**config.mk**
```make
export PLATFORM = sky130hd
export DESIGN_NAME = lstm_cell_update
export DESIGN_NICKNAME = d
export VERILOG_FILES = /design/src/rtl/lstm_cell_update.sv
export SDC_FILE = /design/constraint.sdc
export NUM_CORES = 2
export LEC_CHECK = 0
export CAP_MARGIN = 20
export CORE_ASPECT_RATIO = 1.4
export CORE_MARGIN = 1.5
export CORE_UTILIZATION = 40
export CTS_BUF_LIST = sky130_fd_sc_hd__clkbuf_2 sky130_fd_sc_hd__clkbuf_4 sky130_fd_sc_hd__clkbuf_8
export CTS_CLUSTER_DIAMETER = 40
export DETAILED_ROUTE_END_ITERATION = 6
export HOLD_SLACK_MARGIN = 0.06
export MAX_ROUTING_LAYER = met4
export PLACE_DENSITY = 0.62
export SYNTH_ARGS = -nofsm -noshare
export SYNTH_HDL_FRONTEND = slang
export SYNTH_SLANG_ARGS = --single-unit
```
**constraint.sdc**
```tcl
create_clock -name clk -period 7.88 [get_ports clk]
set_input_delay 1.97 -clock clk [delete_from_list [all_inputs] [get_ports clk]]
set_output_delay 1.97 -clock clk [all_outputs]
set_load 0.05 [all_outputs]
```
**src/rtl/lstm_cell_update.sv**
```systemverilog
// LSTM cell/hidden state update: hard-sigmoid/hard-tanh activations, c and h recurrence, valid/ready handshake.
// Build option: define LSTM_SAT_EN to saturate add()/mul() results instead of two's-complement wrap.
`timescale 1ns/1ps
module lstm_cell_update #(
    parameter int DATA_WIDTH  = 16,
    parameter int FRACT_WIDTH = 8
) (
    input  logic                         clk,
    input  logic                         rst_n,
    input  logic                         in_valid,
    output logic                         in_ready,
    input  logic signed [DATA_WIDTH-1:0] pre_i,
    input  logic signed [DATA_WIDTH-1:0] pre_f,
    input  logic signed [DATA_WIDTH-1:0] pre_g,
    input  logic signed [DATA_WIDTH-1:0] pre_o,
    input  logic                         clear_state,
    output logic                         out_valid,
    input  logic                         out_ready,
    output logic signed [DATA_WIDTH-1:0] h_out,
    output logic signed [DATA_WIDTH-1:0] c_out
);

    typedef enum logic [2:0] {S_IDLE, S_ACT, S_CELL, S_HID, S_DONE} state_t;

    localparam int ONE = 1 << FRACT_WIDTH;
    localparam logic signed [DATA_WIDTH-1:0] ACT_ONE     = DATA_WIDTH'(ONE);
    localparam logic signed [DATA_WIDTH-1:0] ACT_NEG_ONE = DATA_WIDTH'(-ONE);
    localparam logic signed [2*DATA_WIDTH-1:0] MUL_MAX =
        {{(DATA_WIDTH+1){1'b0}}, {(DATA_WIDTH-1){1'b1}}};
    localparam logic signed [2*DATA_WIDTH-1:0] MUL_MIN =
        {{(DATA_WIDTH+1){1'b1}}, {(DATA_WIDTH-1){1'b0}}};
    localparam logic signed [DATA_WIDTH-1:0] D_MAX = {1'b0, {(DATA_WIDTH-1){1'b1}}};
    localparam logic signed [DATA_WIDTH-1:0] D_MIN = {1'b1, {(DATA_WIDTH-1){1'b0}}};

    state_t r_state, w_state_nxt;

    logic signed [DATA_WIDTH-1:0] r_pre_i, r_pre_f, r_pre_g, r_pre_o;
    logic signed [DATA_WIDTH-1:0] r_act_i, r_act_f, r_act_g, r_act_o;
    logic signed [DATA_WIDTH-1:0] r_c, r_h;

    function automatic logic signed [DATA_WIDTH-1:0] f_hsig(input logic signed [DATA_WIDTH-1:0] x);
        int v;
        v = (int'(x) >>> 2) + ONE / 2;
        if (v < 0)
            v = 0;
        else if (v > ONE)
            v = ONE;
        return DATA_WIDTH'(v);
    endfunction

    function automatic logic signed [DATA_WIDTH-1:0] f_htanh(input logic signed [DATA_WIDTH-1:0] x);
        if (x > ACT_ONE)
            return ACT_ONE;
        else if (x < ACT_NEG_ONE)
            return ACT_NEG_ONE;
        else
            return x;
    endfunction

    function automatic logic signed [DATA_WIDTH-1:0] f_mul(input logic signed [DATA_WIDTH-1:0] a,
                                                           input logic signed [DATA_WIDTH-1:0] b);
        logic signed [2*DATA_WIDTH-1:0] ax, bx, p;
        ax = {{DATA_WIDTH{a[DATA_WIDTH-1]}}, a};
        bx = {{DATA_WIDTH{b[DATA_WIDTH-1]}}, b};
        p  = (ax * bx) >>> FRACT_WIDTH;
`ifdef LSTM_SAT_EN
        if (p > MUL_MAX)
            return D_MAX;
        else if (p < MUL_MIN)
            return D_MIN;
`endif
        return DATA_WIDTH'(p);
    endfunction

    function automatic logic signed [DATA_WIDTH-1:0] f_add(input logic signed [DATA_WIDTH-1:0] a,
                                                           input logic signed [DATA_WIDTH-1:0] b);
        logic signed [DATA_WIDTH:0] s;
        s = {a[DATA_WIDTH-1], a} + {b[DATA_WIDTH-1], b};
`ifdef LSTM_SAT_EN
        // Overflow shows up as a disagreement between the guard bit and the result sign.
        if (s[DATA_WIDTH] != s[DATA_WIDTH-1])
            return s[DATA_WIDTH] ? D_MIN : D_MAX;
`endif
        return DATA_WIDTH'(s);
    endfunction

    always_ff @(posedge clk or negedge rst_n) begin
        if (!rst_n)
            r_state <= S_IDLE;
        else
            r_state <= w_state_nxt;
    end

    always_comb begin
        w_state_nxt = r_state;
        case (r_state)
            S_IDLE:  if (in_valid) w_state_nxt = S_ACT;
            S_ACT:   w_state_nxt = S_CELL;
            S_CELL:  w_state_nxt = S_HID;
            S_HID:   w_state_nxt = S_DONE;
            S_DONE:  if (out_ready) w_state_nxt = S_IDLE;
            default: w_state_nxt = S_IDLE;
        endcase
    end

    always_comb begin
        in_ready  = (r_state == S_IDLE);
        out_valid = (r_state == S_DONE);
    end

    always_ff @(posedge clk or negedge rst_n) begin
        if (!rst_n) begin
            r_pre_i <= '0;
            r_pre_f <= '0;
            r_pre_g <= '0;
            r_pre_o <= '0;
            r_act_i <= '0;
            r_act_f <= '0;
            r_act_g <= '0;
            r_act_o <= '0;
            r_c     <= '0;
            r_h     <= '0;
        end else begin
            case (r_state)
                S_IDLE: begin
                    if (clear_state) begin
                        r_c <= '0;
                        r_h <= '0;
                    end
                    if (in_valid) begin
                        r_pre_i <= pre_i;
                        r_pre_f <= pre_f;
                        r_pre_g <= pre_g;
                        r_pre_o <= pre_o;
                    end
                end
                S_ACT: begin
                    r_act_i <= f_hsig(r_pre_i);
                    r_act_f <= f_hsig(r_pre_f);
                    r_act_o <= f_hsig(r_pre_o);
                    r_act_g <= f_htanh(r_pre_g);
                end
                S_CELL:  r_c <= f_add(f_mul(r_act_f, r_c), f_mul(r_act_i, r_act_g));
                S_HID:   r_h <= f_mul(r_act_o, f_htanh(r_c));
                default: ;
            endcase
        end
    end

    assign h_out = r_h;
    assign c_out = r_c;

endmodule

```
; ---- Word-level counts from Yosys, hierarchy flattened
; Index checks and enable logic that the tools add are counted.
; Widths: inputs -> output; s select.
[word_totals]
reg_bits = 163
latch_bits = 0
ramBits = 0
rom_bits = 0
in_bits = 69
output_inout_bits = 34
wordCells = 59
n_memories = 0
[op_classes]
add_sub_neg = 4
mul = 3
n_div = 0
order_cmp = 10
eq_ne = 7
n_shift = 0
mux = 17
bitwise = 0
reduce_logical = 7
[op_table]
columns = operator, count
row1 = $mux 16, 12
row2 = $mul 16x16->24, 3
row3 = $pmux 16 s2, 2
row4 = $add 14x9->15 const B, 3
row5 = $gt 15x10->1 const B, 3
row6 = $lt 15x1->1 const B, 3
row7 = $gt 16x10->1 const B, 2
row8 = $lt 16x9->1 const B, 2
row9 = $add 16x16->16, 1
row10 = $pmux 3 s5, 1
row11 = $reduce_and 2->1, 4
row12 = $eq 3x2->1 const B, 2
row13 = $mux 3, 2
row14 = $ne 2x1->1 const B, 2
row15 = $reduce_bool 2->1, 2
row16 = $eq 3x1->1 const B, 1
row17 = $eq 3x3->1 const B, 1
row18 = $logic_not 3->1, 1
row19 = $ne 2x2->1 const B, 1

; ---- Depth between registers and ports, before layout
[depth]
ltp_word = 6
ltp_mapped = 33
mapped_depth_nobuf = 32

; ---- Worst setup path before layout
; OpenSTA, ideal clock, no wires.
[synth_timing]
path_type = reg-to-reg
startpoint = register r_c[8] (netlist: c_out[8])
endpoint = register r_h[14] (netlist: h_out[14])
setup_time_ns = 0.121
t_arrival_ns = 7.604
t_required_ns = 7.759
slack_ns = 0.155
path_stages_with_launch = 30
n_path_buf = 4
period_less_slack_ns = 7.725
path_cell_list = dfrtp_1 clkbuf_1 nand4_1 or2_2 ha_1 clkbuf_1 nor2_1 clkbuf_1 clkbuf_1 and3_1 fa_1 inv_1 fa_1 fa_1 fa_1 inv_1 fa_1 inv_1 fa_1 inv_1 ha_1 nor2b_1 o21ai_0 nand2b_1 a21oi_2 a31oi_4 a211o_2 a311oi_1 xnor2_1 a22o_1
[synth_via]
elab_chain_len = 6
word_cells_on_any_way = 7
cone_classes = mul: 1 / order compare: 2 / mux: 4
[synth_rtl]
columns = element, line
row1 = "start, declared", 39  ; logic signed [DATA_WIDTH-1:0] r_c, r_h;
row2 = "start signal, assigned", 143  ; S_CELL: r_c <= f_add(f_mul(r_act_f, r_c), f_mul(r_act_i, r_act_g));
row3 = $lt 16x9->1, 54  ; else if (x < ACT_NEG_ONE)
row4 = $mux 16, 54
row5 = $mux 16 *, 52  ; if (x > ACT_ONE)
row6 = $mux 16 *, 124  ; case (r_state)
row7 = $mul 16x16->24 *, 65  ; p = (ax * bx) >>> FRACT_WIDTH;
row8 = $pmux 16 s2 *, 124
row9 = "end signal, assigned", 144  ; S_HID: r_h <= f_mul(r_act_o, f_htanh(r_c));
row10 = "end, declared", 39
; Every way passes the cells marked *; elsewhere a longest branch is shown, timed or not. The select of a mux whose other input is x is not followed.
; A chain may end at the register's enable or synchronous reset.

; ---- Worst setup path after layout
[layout_timing]
startpoint = register r_c[1] (netlist: c_out[1])
endpoint = register r_c[15] (netlist: c_out[15])
[layout_via]
elab_chain_len = 3
[layout_rtl]
columns = element, line
row1 = $mul 16x16->24, 65
row2 = $add 16x16->16, 78  ; s = {a[DATA_WIDTH-1], a} + {b[DATA_WIDTH-1], b};
row3 = $pmux 16 s2, 124
; No other way between the ends.

==> flow_summary.toml <==
[logic_synthesis]
yosysTopAreaCellShare_pct = 35.02
ys_ff_latch = 151
avgSynthCellArea_sq_um = 9.368
ys_types = 65
synth_cells = 2807
synth_fp_nets = 3596
ys_warn_count = 0
yosys.area.top_type = "fa_1"
synth_flop_cell = "dfrtp_1"
async_flop_share_pct = 100.0
yosysSeqAreaShare_pct = 14.37
synth_area_sq_um = 26300
synth_edf_count = 0
synthMostInstantiatedCell = "inv_1"
yosys-top-cells-count = "inv_1, fa_1, nand2_1, and2_1, ha_1"
synth_area_leaders = "fa_1, dfrtp_1, ha_1"

[drt]
drtAntennaViolNets = 0
wl_um = 65590
drc = 0
firstDrtPassIters = 5
viasPerCell = 5.084
vias = 19110
drtIter0Drc = 736
wl_per_cell_um = 17.45

[worst_setup_path]
required_ns = 8.28
max_stage_delay_ns = 0.52
cp-end-kind = "register"
crit_buf_inv = 4
cp-start-kind = "register"
worstSetupPathType = "register to register"
path_delay_family = "adder cells"
crit_path_max_fanout = 12
crit_arrival_ns = 7.98
critPathSlowestCell = "fa_1"
crit_top_cell = "fa_1"

[sta]
finalMaxSlewViolations = 0
relSlewSlack_pct = 32.17
worstMarginPinSlew_ns = 1.017
hold_viol_final = 0
rsz0062_at_grt = "false"
setup_viol = 0
hold_slack_ns = 0.5145
fmax_mhz = 132.0
fin_crit_sh_pct = 96.13
setup_tns_ns = 0
min_period_ns = 7.575
fin_skew_ns = 0.02976

[global_route]
first_global_vias = 21640
antenna_found_initial = 1
overflow = 0
grt_start_max_net_pins = 92
grt_use_total_pct = 21.26
grt_pass1_wl_um = 109400

[clocking]
clk_latency_ns = 0.52
cts_resized = 0
cts_max_level = 4
post_cts_buffers = 0
tritoncts = "yes"
cts.sinks = 151
clock_path_buffers = 2
hold_buffers = 0
clockRootBuffer = "clkbuf_8"
cts_buffers = 17
clk_pin_slew_ns = 0.11

[finish]
drive_gt1_share_pct = 7.941
fin_area_sq_um = 29060
final_cell_count_no_fill = 3758
fin_util_pct = 44.52
fill_cells = 6291
area_growth_pct = 10.51
final_net_count = 3685

[placement]
dp_cells = 3724
hpwl_um = 53460
io_buffers = 96
placed_area_sq_um = 28620
place.gp.congestion = 0.8807

[floorplanning]
die_h_um = 306.4
ios = 103
rows = 111
start_util_pct = 40.28
core_region_area_sq_um = 65280
die-area_sq_um = 67310
die_width_um = 219.7

[power]
p_leak_nw = 14.92
p_per_area_nw_per_um2 = 179.5
peakVddDrop_mv = 0.1861

[job]
drv_cap = 0

[worst_hold_path]
hold_path_class = "register to register"

[outcome]
status = "finished, final reports clean"
cells by family after synthesis:
| kind of cell | share of synthesized area [%] |
|---|---|
| AOI/OAI and AO/OA | 5.724 |
| xor gates and xnor gates | 3.183 |
| adders and majority gates | 47.39 |
| buffers and inverters | 10.62 |
| DFF | 14.37 |
| muxes | 2.441 |
| and+or+nand+nor | 16.27 |
flip-flops by register name, summed over array words and instances (netlist names):
name	flops
c_out	16
h_out	16
r_act_g	16
r_pre_g	16
r_act_f	14
r_act_i	14
r_act_o	14
r_pre_f	14
r_pre_i	14
r_pre_o	14
r_state	3
metrics by stage:
step	setup slack, ns	total power [mW]
after global placement	0.2315	4.491
after floorplan	0.1546	3.437
after detailed placement	0.07707	4.591
final	0.3050	5.216
after global routing	0.01471	5.643
after CTS	0.04622	5.251
placed cells by master, fill, tap and decap left out, types with 14 or more instances in the layout:
cell | synthesis | layout
clkbuf_8 | 0 | 17
nand4_1 | 15 | 15
nand2b_1 | 14 | 14
nand3_1 | 22 | 22
nor3_1 | 14 | 14
mux2_2 | 57 | 57
a22o_1 | 60 | 60
a21oi_1 | 33 | 31
inv_1 | 613 | 613
xor2_1 | 24 | 24
nand2_1 | 331 | 331
buf_4 | 0 | 97
nor2_1 | 72 | 71
fa_1 | 460 | 460
dfrtp_1 | 151 | 140
ha_1 | 260 | 260
xnor2_1 | 69 | 69
o21ai_0 | 32 | 31
clkdlybuf4s50_1 | 0 | 95
and2_1 | 260 | 259
and3_1 | 63 | 63
final timing paths:
path	startpoint	to	slack, ns	depth (start not counted)
min in group asynchronous	rst_n	h_out[15]$_DFFE_PN0P_	1.52	1
hold reg to reg	h_out[4]$_DFFE_PN0P_	h_out[4]$_DFFE_PN0P_	0.51	1
hold / removal	h_out[4]$_DFFE_PN0P_	h_out[4]$_DFFE_PN0P_	0.51	1
max in group asynchronous	rst_n	r_act_i[8]$_DFFE_PN0P_	4.91	2
setup reg to reg	c_out[1]$_DFFE_PN0P_	c_out[15]$_DFFE_PN0P_	0.31	27
setup / recovery	c_out[1]$_DFFE_PN0P_	c_out[15]$_DFFE_PN0P_	0.31	27
layer usage:
metal  vias to the layer above  share of wire [%]  global-route usage [%]
met5                         -                  0                       -
met3                       160                3.2                   2.192
met4                         0                3.3                   7.341
li1                       8732                  -                       -
met1                      9794                 38                   23.18
met2                       420                 55                   39.63
where the power goes:
group          internal, mW  switching (mW)  total (mW)  leakage, nW
combinational          1.26            1.88        3.15         12.8
clock                 0.263           0.372       0.635        0.208
sequential             1.04           0.397        1.43         1.93
total                  2.56            2.65        5.22         14.9
final cells by class:
class,count,area [sq um],area share (%)
Sequential cell,151,3792,13.05
Clock inverter,15,162.7,0.5597
Tap cell,847,1060,3.647
Timing Repair Buffer,197,1753,6.032
Inverter,613,2301,7.918
Antenna cell,2,5.005,0.01722
Clock buffer,17,234.0,0.8052
Multi-Input combinational cell,1916,19750,67.97
Power figures use the tool's default switching activity.
